`src/rtl/butterfly_r2_shared_if.sv`:
```
// Handshake and payload bundle between the FFT stage address generator,
// the shared radix-2 butterfly and the stage write-back path.
interface butterfly_r2_shared_if #(
  parameter int unsigned DATA_WIDTH   = 32,
  parameter int unsigned FACTOR_WIDTH = 16
);
  logic                      in_valid;
  logic                      in_ready;
  logic [2*DATA_WIDTH-1:0]   in_x0;
  logic [2*DATA_WIDTH-1:0]   in_x1;
  logic [2*FACTOR_WIDTH-1:0] in_w;
  logic                      in_mode_dif;
  logic                      in_inverse;
  logic                      in_scale;
  logic                      out_valid;
  logic [2*DATA_WIDTH-1:0]   out_x0;
  logic [2*DATA_WIDTH-1:0]   out_x1;
  logic                      out_ovf;

  modport master (
    output in_valid, in_x0, in_x1, in_w, in_mode_dif, in_inverse, in_scale,
    input  in_ready, out_valid, out_x0, out_x1, out_ovf
  );

  modport slave (
    input  in_valid, in_x0, in_x1, in_w, in_mode_dif, in_inverse, in_scale,
    output in_ready, out_valid, out_x0, out_x1, out_ovf
  );
endinterface

```
`src/rtl/butterfly_r2_shared.sv`:
```
// Radix-2 DIT/DIF complex butterfly, one result per 2 cycles, latency 4,
// using two real multipliers shared between the real and imaginary products.
module butterfly_r2_shared #(
  parameter int unsigned DATA_WIDTH   = 32,
  parameter int unsigned FACTOR_WIDTH = 16,
  parameter int unsigned FRAC_BITS    = 14,
  parameter int unsigned ROUND        = 1
) (
  input logic                  clk,
  input logic                  rst,
  butterfly_r2_shared_if.slave bus
);
  localparam int unsigned DW = DATA_WIDTH;
  localparam int unsigned FW = FACTOR_WIDTH;
  localparam int unsigned PW = DW + FW;
  localparam int unsigned SW = DW + 1;
  localparam logic signed [FW-1:0] W_MIN = {1'b1, {(FW-1){1'b0}}};
  localparam logic signed [FW-1:0] W_MAX = {1'b0, {(FW-1){1'b1}}};
  localparam logic signed [PW:0]   RND   = (ROUND != 0) ? ((PW+1)'(1) << (FRAC_BITS - 1)) : '0;

  typedef enum logic {ST_IDLE, ST_BUSY} state_t;

  function automatic logic signed [DW-1:0] sat_fn(input logic signed [SW-1:0] v);
    if (v[SW-1] != v[SW-2]) return v[SW-1] ? {1'b1, {(DW-1){1'b0}}} : {1'b0, {(DW-1){1'b1}}};
    return v[DW-1:0];
  endfunction

  function automatic logic signed [DW-1:0] fin_fn(input logic signed [SW-1:0] v, input logic sc);
    if (sc) return v[SW-1:1];
    return sat_fn(v);
  endfunction

  function automatic logic ovf_fn(input logic signed [SW-1:0] v, input logic sc);
    return !sc && (v[SW-1] != v[SW-2]);
  endfunction

  state_t state, state_nx;
  logic   accept_c;

  // accept-edge operand preparation: twiddle conjugation and DIF difference
  logic signed [DW-1:0] x0r_c, x0i_c, x1r_c, x1i_c;
  logic signed [FW-1:0] wr_c, wi_c, wi_conj_c;
  logic signed [SW-1:0] dr_c, di_c;
  assign x0r_c     = bus.in_x0[2*DW-1:DW];
  assign x0i_c     = bus.in_x0[DW-1:0];
  assign x1r_c     = bus.in_x1[2*DW-1:DW];
  assign x1i_c     = bus.in_x1[DW-1:0];
  assign wr_c      = bus.in_w[2*FW-1:FW];
  assign wi_c      = bus.in_w[FW-1:0];
  assign wi_conj_c = (wi_c == W_MIN) ? W_MAX : -wi_c;
  assign dr_c      = SW'(x0r_c) - SW'(x1r_c);
  assign di_c      = SW'(x0i_c) - SW'(x1i_c);
  assign accept_c  = bus.in_valid && bus.in_ready;

  // stage A: multiplicand and context, held until the next accept
  logic signed [DW-1:0] ar_q, ai_q, ax0r_q, ax0i_q, ax1r_q, ax1i_q;
  logic signed [FW-1:0] wr_q, wi_q;
  logic                 adif_q, ascale_q, adovf_q;
  // stage B/C/D
  logic signed [PW-1:0] prr_q, pii_q;
  logic signed [DW-1:0] mr_q, mi_q, cx0r_q, cx0i_q, cx1r_q, cx1i_q;
  logic                 cdif_q, cscale_q, cdovf_q;
  logic signed [SW-1:0] s0r_q, s0i_q, s1r_q, s1i_q;
  logic                 sc0_q, sc1_q, ddovf_q;
  logic                 v2_q, v3_q, v4_q;

  always_ff @(posedge clk) begin
    if (rst) state <= ST_IDLE;
    else     state <= state_nx;
  end

  always_comb begin
    state_nx = state;
    case (state)
      ST_IDLE: if (accept_c) state_nx = ST_BUSY;
      ST_BUSY: state_nx = ST_IDLE;
      default: state_nx = ST_IDLE;
    endcase
  end

  // shared multipliers: real-part products in BUSY, imaginary-part products in IDLE
  logic signed [FW-1:0] mb0_c, mb1_c;
  logic signed [PW-1:0] mul0_c, mul1_c;
  always_comb begin
    mb0_c = wr_q;
    mb1_c = wi_q;
    if (state == ST_IDLE) begin
      mb0_c = wi_q;
      mb1_c = wr_q;
    end
  end
  assign mul0_c = PW'(ar_q) * PW'(mb0_c);
  assign mul1_c = PW'(ai_q) * PW'(mb1_c);

  logic signed [PW:0] mr_full_c, mi_full_c;
  logic               unused_c;
  assign mr_full_c = (PW+1)'(prr_q) - (PW+1)'(pii_q) + RND;
  assign mi_full_c = (PW+1)'(mul0_c) + (PW+1)'(mul1_c) + RND;
  assign unused_c  = ^{mr_full_c, mi_full_c};

  always_ff @(posedge clk) begin
    if (accept_c) begin
      ar_q     <= bus.in_mode_dif ? sat_fn(dr_c) : x1r_c;
      ai_q     <= bus.in_mode_dif ? sat_fn(di_c) : x1i_c;
      wr_q     <= wr_c;
      wi_q     <= bus.in_inverse ? wi_conj_c : wi_c;
      ax0r_q   <= x0r_c;
      ax0i_q   <= x0i_c;
      ax1r_q   <= x1r_c;
      ax1i_q   <= x1i_c;
      adif_q   <= bus.in_mode_dif;
      ascale_q <= bus.in_scale;
      adovf_q  <= bus.in_mode_dif && (ovf_fn(dr_c, 1'b0) || ovf_fn(di_c, 1'b0));
    end
    if (state == ST_BUSY) begin
      prr_q <= mul0_c;
      pii_q <= mul1_c;
    end
    if (v2_q) begin
      mr_q     <= mr_full_c[DW+FRAC_BITS-1:FRAC_BITS];
      mi_q     <= mi_full_c[DW+FRAC_BITS-1:FRAC_BITS];
      cx0r_q   <= ax0r_q;
      cx0i_q   <= ax0i_q;
      cx1r_q   <= ax1r_q;
      cx1i_q   <= ax1i_q;
      cdif_q   <= adif_q;
      cscale_q <= ascale_q;
      cdovf_q  <= adovf_q;
    end
    if (v3_q) begin
      if (cdif_q) begin
        s0r_q <= SW'(cx0r_q) + SW'(cx1r_q);
        s0i_q <= SW'(cx0i_q) + SW'(cx1i_q);
        s1r_q <= SW'(mr_q);
        s1i_q <= SW'(mi_q);
      end else begin
        s0r_q <= SW'(cx0r_q) + SW'(mr_q);
        s0i_q <= SW'(cx0i_q) + SW'(mi_q);
        s1r_q <= SW'(cx0r_q) - SW'(mr_q);
        s1i_q <= SW'(cx0i_q) - SW'(mi_q);
      end
      sc0_q   <= cscale_q;
      sc1_q   <= cscale_q && !cdif_q;
      ddovf_q <= cdovf_q;
    end
  end

  // control valids and registered outputs
  always_ff @(posedge clk) begin
    if (rst) begin
      bus.in_ready  <= 1'b1;
      v2_q          <= 1'b0;
      v3_q          <= 1'b0;
      v4_q          <= 1'b0;
      bus.out_valid <= 1'b0;
      bus.out_x0    <= '0;
      bus.out_x1    <= '0;
      bus.out_ovf   <= 1'b0;
    end else begin
      bus.in_ready  <= (state_nx == ST_IDLE);
      v2_q          <= (state == ST_BUSY);
      v3_q          <= v2_q;
      v4_q          <= v3_q;
      bus.out_valid <= v4_q;
      if (v4_q) begin
        bus.out_x0  <= {fin_fn(s0r_q, sc0_q), fin_fn(s0i_q, sc0_q)};
        bus.out_x1  <= {fin_fn(s1r_q, sc1_q), fin_fn(s1i_q, sc1_q)};
        bus.out_ovf <= ddovf_q || ovf_fn(s0r_q, sc0_q) || ovf_fn(s0i_q, sc0_q)
                               || ovf_fn(s1r_q, sc1_q) || ovf_fn(s1i_q, sc1_q);
      end
    end
  end
endmodule

```
`src/flat_wrapper.sv`:
```
// flat-port wrapper written by rule: the top's interface ports become plain ports
module butterfly_r2_shared_flat 
#(
  parameter int unsigned DATA_WIDTH   = 32,
  parameter int unsigned FACTOR_WIDTH = 16,
  parameter int unsigned FRAC_BITS    = 14,
  parameter int unsigned ROUND        = 1
)
  (clk, rst, bus_in_valid, bus_in_x0, bus_in_x1, bus_in_w, bus_in_mode_dif, bus_in_inverse, bus_in_scale, bus_in_ready, bus_out_valid, bus_out_x0, bus_out_x1, bus_out_ovf);
  butterfly_r2_shared_if #(.DATA_WIDTH(DATA_WIDTH), .FACTOR_WIDTH(FACTOR_WIDTH)) bus_i ();
  input logic clk;
  input logic rst;
  input wire logic [$bits(bus_i.in_valid)-1:0] bus_in_valid;
  input wire logic [$bits(bus_i.in_x0)-1:0] bus_in_x0;
  input wire logic [$bits(bus_i.in_x1)-1:0] bus_in_x1;
  input wire logic [$bits(bus_i.in_w)-1:0] bus_in_w;
  input wire logic [$bits(bus_i.in_mode_dif)-1:0] bus_in_mode_dif;
  input wire logic [$bits(bus_i.in_inverse)-1:0] bus_in_inverse;
  input wire logic [$bits(bus_i.in_scale)-1:0] bus_in_scale;
  output wire logic [$bits(bus_i.in_ready)-1:0] bus_in_ready;
  output wire logic [$bits(bus_i.out_valid)-1:0] bus_out_valid;
  output wire logic [$bits(bus_i.out_x0)-1:0] bus_out_x0;
  output wire logic [$bits(bus_i.out_x1)-1:0] bus_out_x1;
  output wire logic [$bits(bus_i.out_ovf)-1:0] bus_out_ovf;
  assign bus_i.in_valid = bus_in_valid;
  assign bus_i.in_x0 = bus_in_x0;
  assign bus_i.in_x1 = bus_in_x1;
  assign bus_i.in_w = bus_in_w;
  assign bus_i.in_mode_dif = bus_in_mode_dif;
  assign bus_i.in_inverse = bus_in_inverse;
  assign bus_i.in_scale = bus_in_scale;
  assign bus_in_ready = bus_i.in_ready;
  assign bus_out_valid = bus_i.out_valid;
  assign bus_out_x0 = bus_i.out_x0;
  assign bus_out_x1 = bus_i.out_x1;
  assign bus_out_ovf = bus_i.out_ovf;
  butterfly_r2_shared #(.DATA_WIDTH(DATA_WIDTH), .FACTOR_WIDTH(FACTOR_WIDTH), .FRAC_BITS(FRAC_BITS), .ROUND(ROUND)) u_core (.clk(clk), .rst(rst), .bus(bus_i));
endmodule
```
`config.mk`:
```
export PLATFORM = sky130hd
export DESIGN_NAME = butterfly_r2_shared_flat
export DESIGN_NICKNAME = d
export VERILOG_FILES = /design/src/rtl/butterfly_r2_shared_if.sv /design/src/rtl/butterfly_r2_shared.sv /design/src/flat_wrapper.sv
export SDC_FILE = /design/constraint.sdc
export NUM_CORES = 2
export LEC_CHECK = 0
export ABC_AREA = 1
export CAP_MARGIN = 15
export CORE_UTILIZATION = 43
export CTS_CLUSTER_SIZE = 10
export DETAILED_ROUTE_END_ITERATION = 7
export SETUP_SLACK_MARGIN = 0.15
export SLEW_MARGIN = 10
export SYNTH_ARGS = -nofsm -noshare
export SYNTH_HDL_FRONTEND = slang
export SYNTH_SLANG_ARGS = --single-unit
```
`constraint.sdc`:
```
create_clock -name clk -period 27.4 [get_ports clk]
set_input_delay 2.74 -clock clk [delete_from_list [all_inputs] [get_ports clk]]
set_output_delay 2.74 -clock clk [all_outputs]
set_load 0.005 [all_outputs]
```
==> flow_summary.toml <==
[synth]
synth_area_leaders = "edfxtp_1, fa_1, nand2_1"
yosysSeqAreaShare_pct = 26.9
yosysWarnings = 0
synth_top_area_share_pct = 23.6
syn-num-nets = 11668
synth_seq_cells = 784
synth_area_mm2 = 0.0826
async_flop_share_pct = 0
ys.flop_type = "edfxtp_1"
synth_edf_count = 649
synthCells = 9959
synth_cell_types = 60
syn_avg_cell_area_um2 = 8.29
yosysTopAreaCell = "edfxtp_1"

[critical_path]
worstSetupPathType = "flip-flop to flip-flop"
r2r-start = "u_core.state$_SDFF_PP0_"
arrival_ns = 12.23
rr_endpoint = "u_core.mi_q[31]$_DFFE_PP_"
critPathRequiredTime_ns = 27.86
cp-start-kind = "flip-flop"
critPathSlowestCell = "inv_1"
crit_path_frequent_cell = "nand2_1"
rr_worst_depth = 38
end_kind = "flip-flop"
worstPathMaxFanout = 66
slowest_delay_ns = 0.97
rrSetupSlack_ns = 15.63

[final_layout]
mostFrequentLayoutCell = "nand2_1"
layout-drive-gt1-share_pct = 2.93
multi_input_area_mm2 = 0.0519
fillers = 18631
nets = 11832
seqCellArea_mm2 = 0.0222
fin_util_pct = 47.7
area.growth.synth_to_final_pct = 10.1
layout_common_cells = "nand2_1, inv_1, nor2_1, fa_1, o21ai_0"

[min_path]
worstHoldPathType = "flip-flop to flip-flop"
min_from = "u_core.ax1i_q[31]$_DFFE_PP_"
worstHoldEndpoint = "u_core.cx1i_q[31]$_DFFE_PP_"
holdPathStages = 0

[placement]
dp_hpwl_um = 239000
gp_congestion = 1.04
preCtsSetupSlack_ns = 15.99
port_buffers = 296

[detailed_routing]
wl_per_cell_um = 22.4
totalWireLength_um = 285000
dr_total_vias = 67864
drtAntennaViolNets = 0
vias_per_cell = 5.34
drt_iter0_drc = 5537
first_pass_iters = 8
drcViolationCount = 0

[die]
row_count = 160
start_util_pct = 43.4
die_w_um = 440
die_h_um = 440
fp.coreArea_mm2 = 0.190
io_pins = 297
die-area_mm2 = 0.194

[sta]
tns_ns = 0
setup_viol = 0
setup_ws_ns = 15.63
finalCritPeriodShare_pct = 43.0
hold_violations = 0
finClkSkew_ns = 0.0303
worstMarginPinSlew_ns = 1.14
rsz0062_at_grt = "false"
fmaxAchievable_ghz = 0.0849
finalMaxSlewViolations = 0
fin_crit_ns = 11.77
maxSlewHeadroom_pct = 24.3

[status]
status = "finished, final reports clean"

[cts]
numCtsBuffers = 95
htree_levels = 3
cts.sinks = 784
cts_tree = "built"
cts_setup_buffers = 0
cts_hold_buf = 0
root_buffer = "clkbuf_16"
ctsResizeCount = 0
cts_max_path_buffers = 3
cts.clk_slew.worst_paths_ns = 0.07
clk_latency_ns = 0.73

[grt]
grt_max_degree = 130
grt_pass1_vias = 68183
antenna_found_initial = 12
grt_use_total_pct = 29.4
grt-ovfl-total = 0
grt_pass1_wl_um = 426000

[run]
drv_cap = 0
[per-stage QoR]
step           area (µm²)  std cells  hold WS (ns)
2_1_floorplan       82600       9959         0.400
3_3_place_gp        87900      12536         0.402
3_5_place_dp        87900      12536         0.405
4_1_cts             90800      12701         0.405
5_1_grt             90900      12709         0.413
6_report            90900      12710         0.414
[synthesized netlist by cell type, types with 18 or more instances]
| library cell | instances |
|---|---|
| nand2_1 | 2086 |
| inv_1 | 1923 |
| nor2_1 | 991 |
| fa_1 | 950 |
| o21ai_0 | 683 |
| edfxtp_1 | 649 |
| ha_1 | 593 |
| a21oi_1 | 570 |
| nand3_1 | 264 |
| clkbuf_1 | 246 |
| xor2_1 | 193 |
| dfxtp_1 | 135 |
| nor3_1 | 70 |
| a21o_1 | 69 |
| xnor2_1 | 63 |
| a31oi_1 | 51 |
| o21bai_1 | 47 |
| or2_2 | 40 |
| nand4_1 | 39 |
| a21oi_4 | 29 |
| a21boi_0 | 25 |
| o21a_1 | 24 |
| buf_1 | 23 |
| nor4_1 | 23 |
| o21ai_1 | 18 |
[area by class of cell]
type | instances | area share, %
Clock buffer | 143 | 2.87
Timing Repair Buffer | 353 | 3.73
Sequential cell | 784 | 24.4
Tap cell | 2511 | 3.46
Antenna cell | 8 | 0.0220
Inverter | 1943 | 8.03
Clock inverter | 22 | 0.314
Multi-Input combinational cell | 6946 | 57.1
[critical path, delay by kind of cell, from the launching register on]
family | cells | cell delay [ns]
simple gates | 20 | 3.52
fa+ha+maj | 9 | 4.20
xor+xnor | 1 | 0.83
compound gates | 1 | 0.24
flops | 1 | 0.86
buf+inv | 7 | 1.76
[flip-flops by register name, summed over array words and instances, names as in the netlist, 33 cells and up]
| signal | count |
|---|---|
| u_core.s0i_q | 33 |
| u_core.s1i_q | 33 |
| u_core.bus.out_x0 | 64 |
| u_core.s0r_q | 33 |
| u_core.prr_q | 46 |
| u_core.pii_q | 46 |
| u_core.s1r_q | 33 |
| u_core.bus.out_x1 | 64 |
[cell families after synthesis]
logic type               count (synthesis)  share of synthesized area [%]
AND/OR/NAND/NOR                       3572                           17.4
buffers and inverters                 2229                           10.2
XOR/XNOR                               256                           2.72
AO/OA/AOI/OAI                         1575                           10.7
flip-flops                             784                           26.9
adder cells (fa/ha/maj)               1543                           32.0
[worst max path at each step]
stage	depth (start not counted)	slack [ns]	endpoint	startpoint
after floorplan	44	17.09	u_core.mi_q[31]$_DFFE_PP_	u_core.state$_SDFF_PP0_
after global placement	38	15.95	u_core.mi_q[31]$_DFFE_PP_	u_core.state$_SDFF_PP0_
after detailed placement	38	15.99	u_core.mi_q[31]$_DFFE_PP_	u_core.state$_SDFF_PP0_
after CTS	38	15.93	u_core.mi_q[31]$_DFFE_PP_	u_core.state$_SDFF_PP0_
after global routing	38	15.27	u_core.mi_q[31]$_DFFE_PP_	u_core.state$_SDFF_PP0_
final	38	15.63	u_core.mi_q[31]$_DFFE_PP_	u_core.state$_SDFF_PP0_
[routing by layer]
layer | share of wire [%] | up-vias | wire length (µm) | global-route usage, %
li1 | - | 31692 | - | -
met3 | 7.1 | 467 | 20200 | 4.65
met2 | 45 | 2505 | 127000 | 46.3
met5 | 0 | - | 0 | 0
met4 | 3.7 | 0 | 10600 | 10.0
met1 | 44 | 33200 | 127000 | 41.1
Power is left out: the tool's default activity adds up to more than one toggle a clock period on the data nets, which glitch-free logic cannot reach.
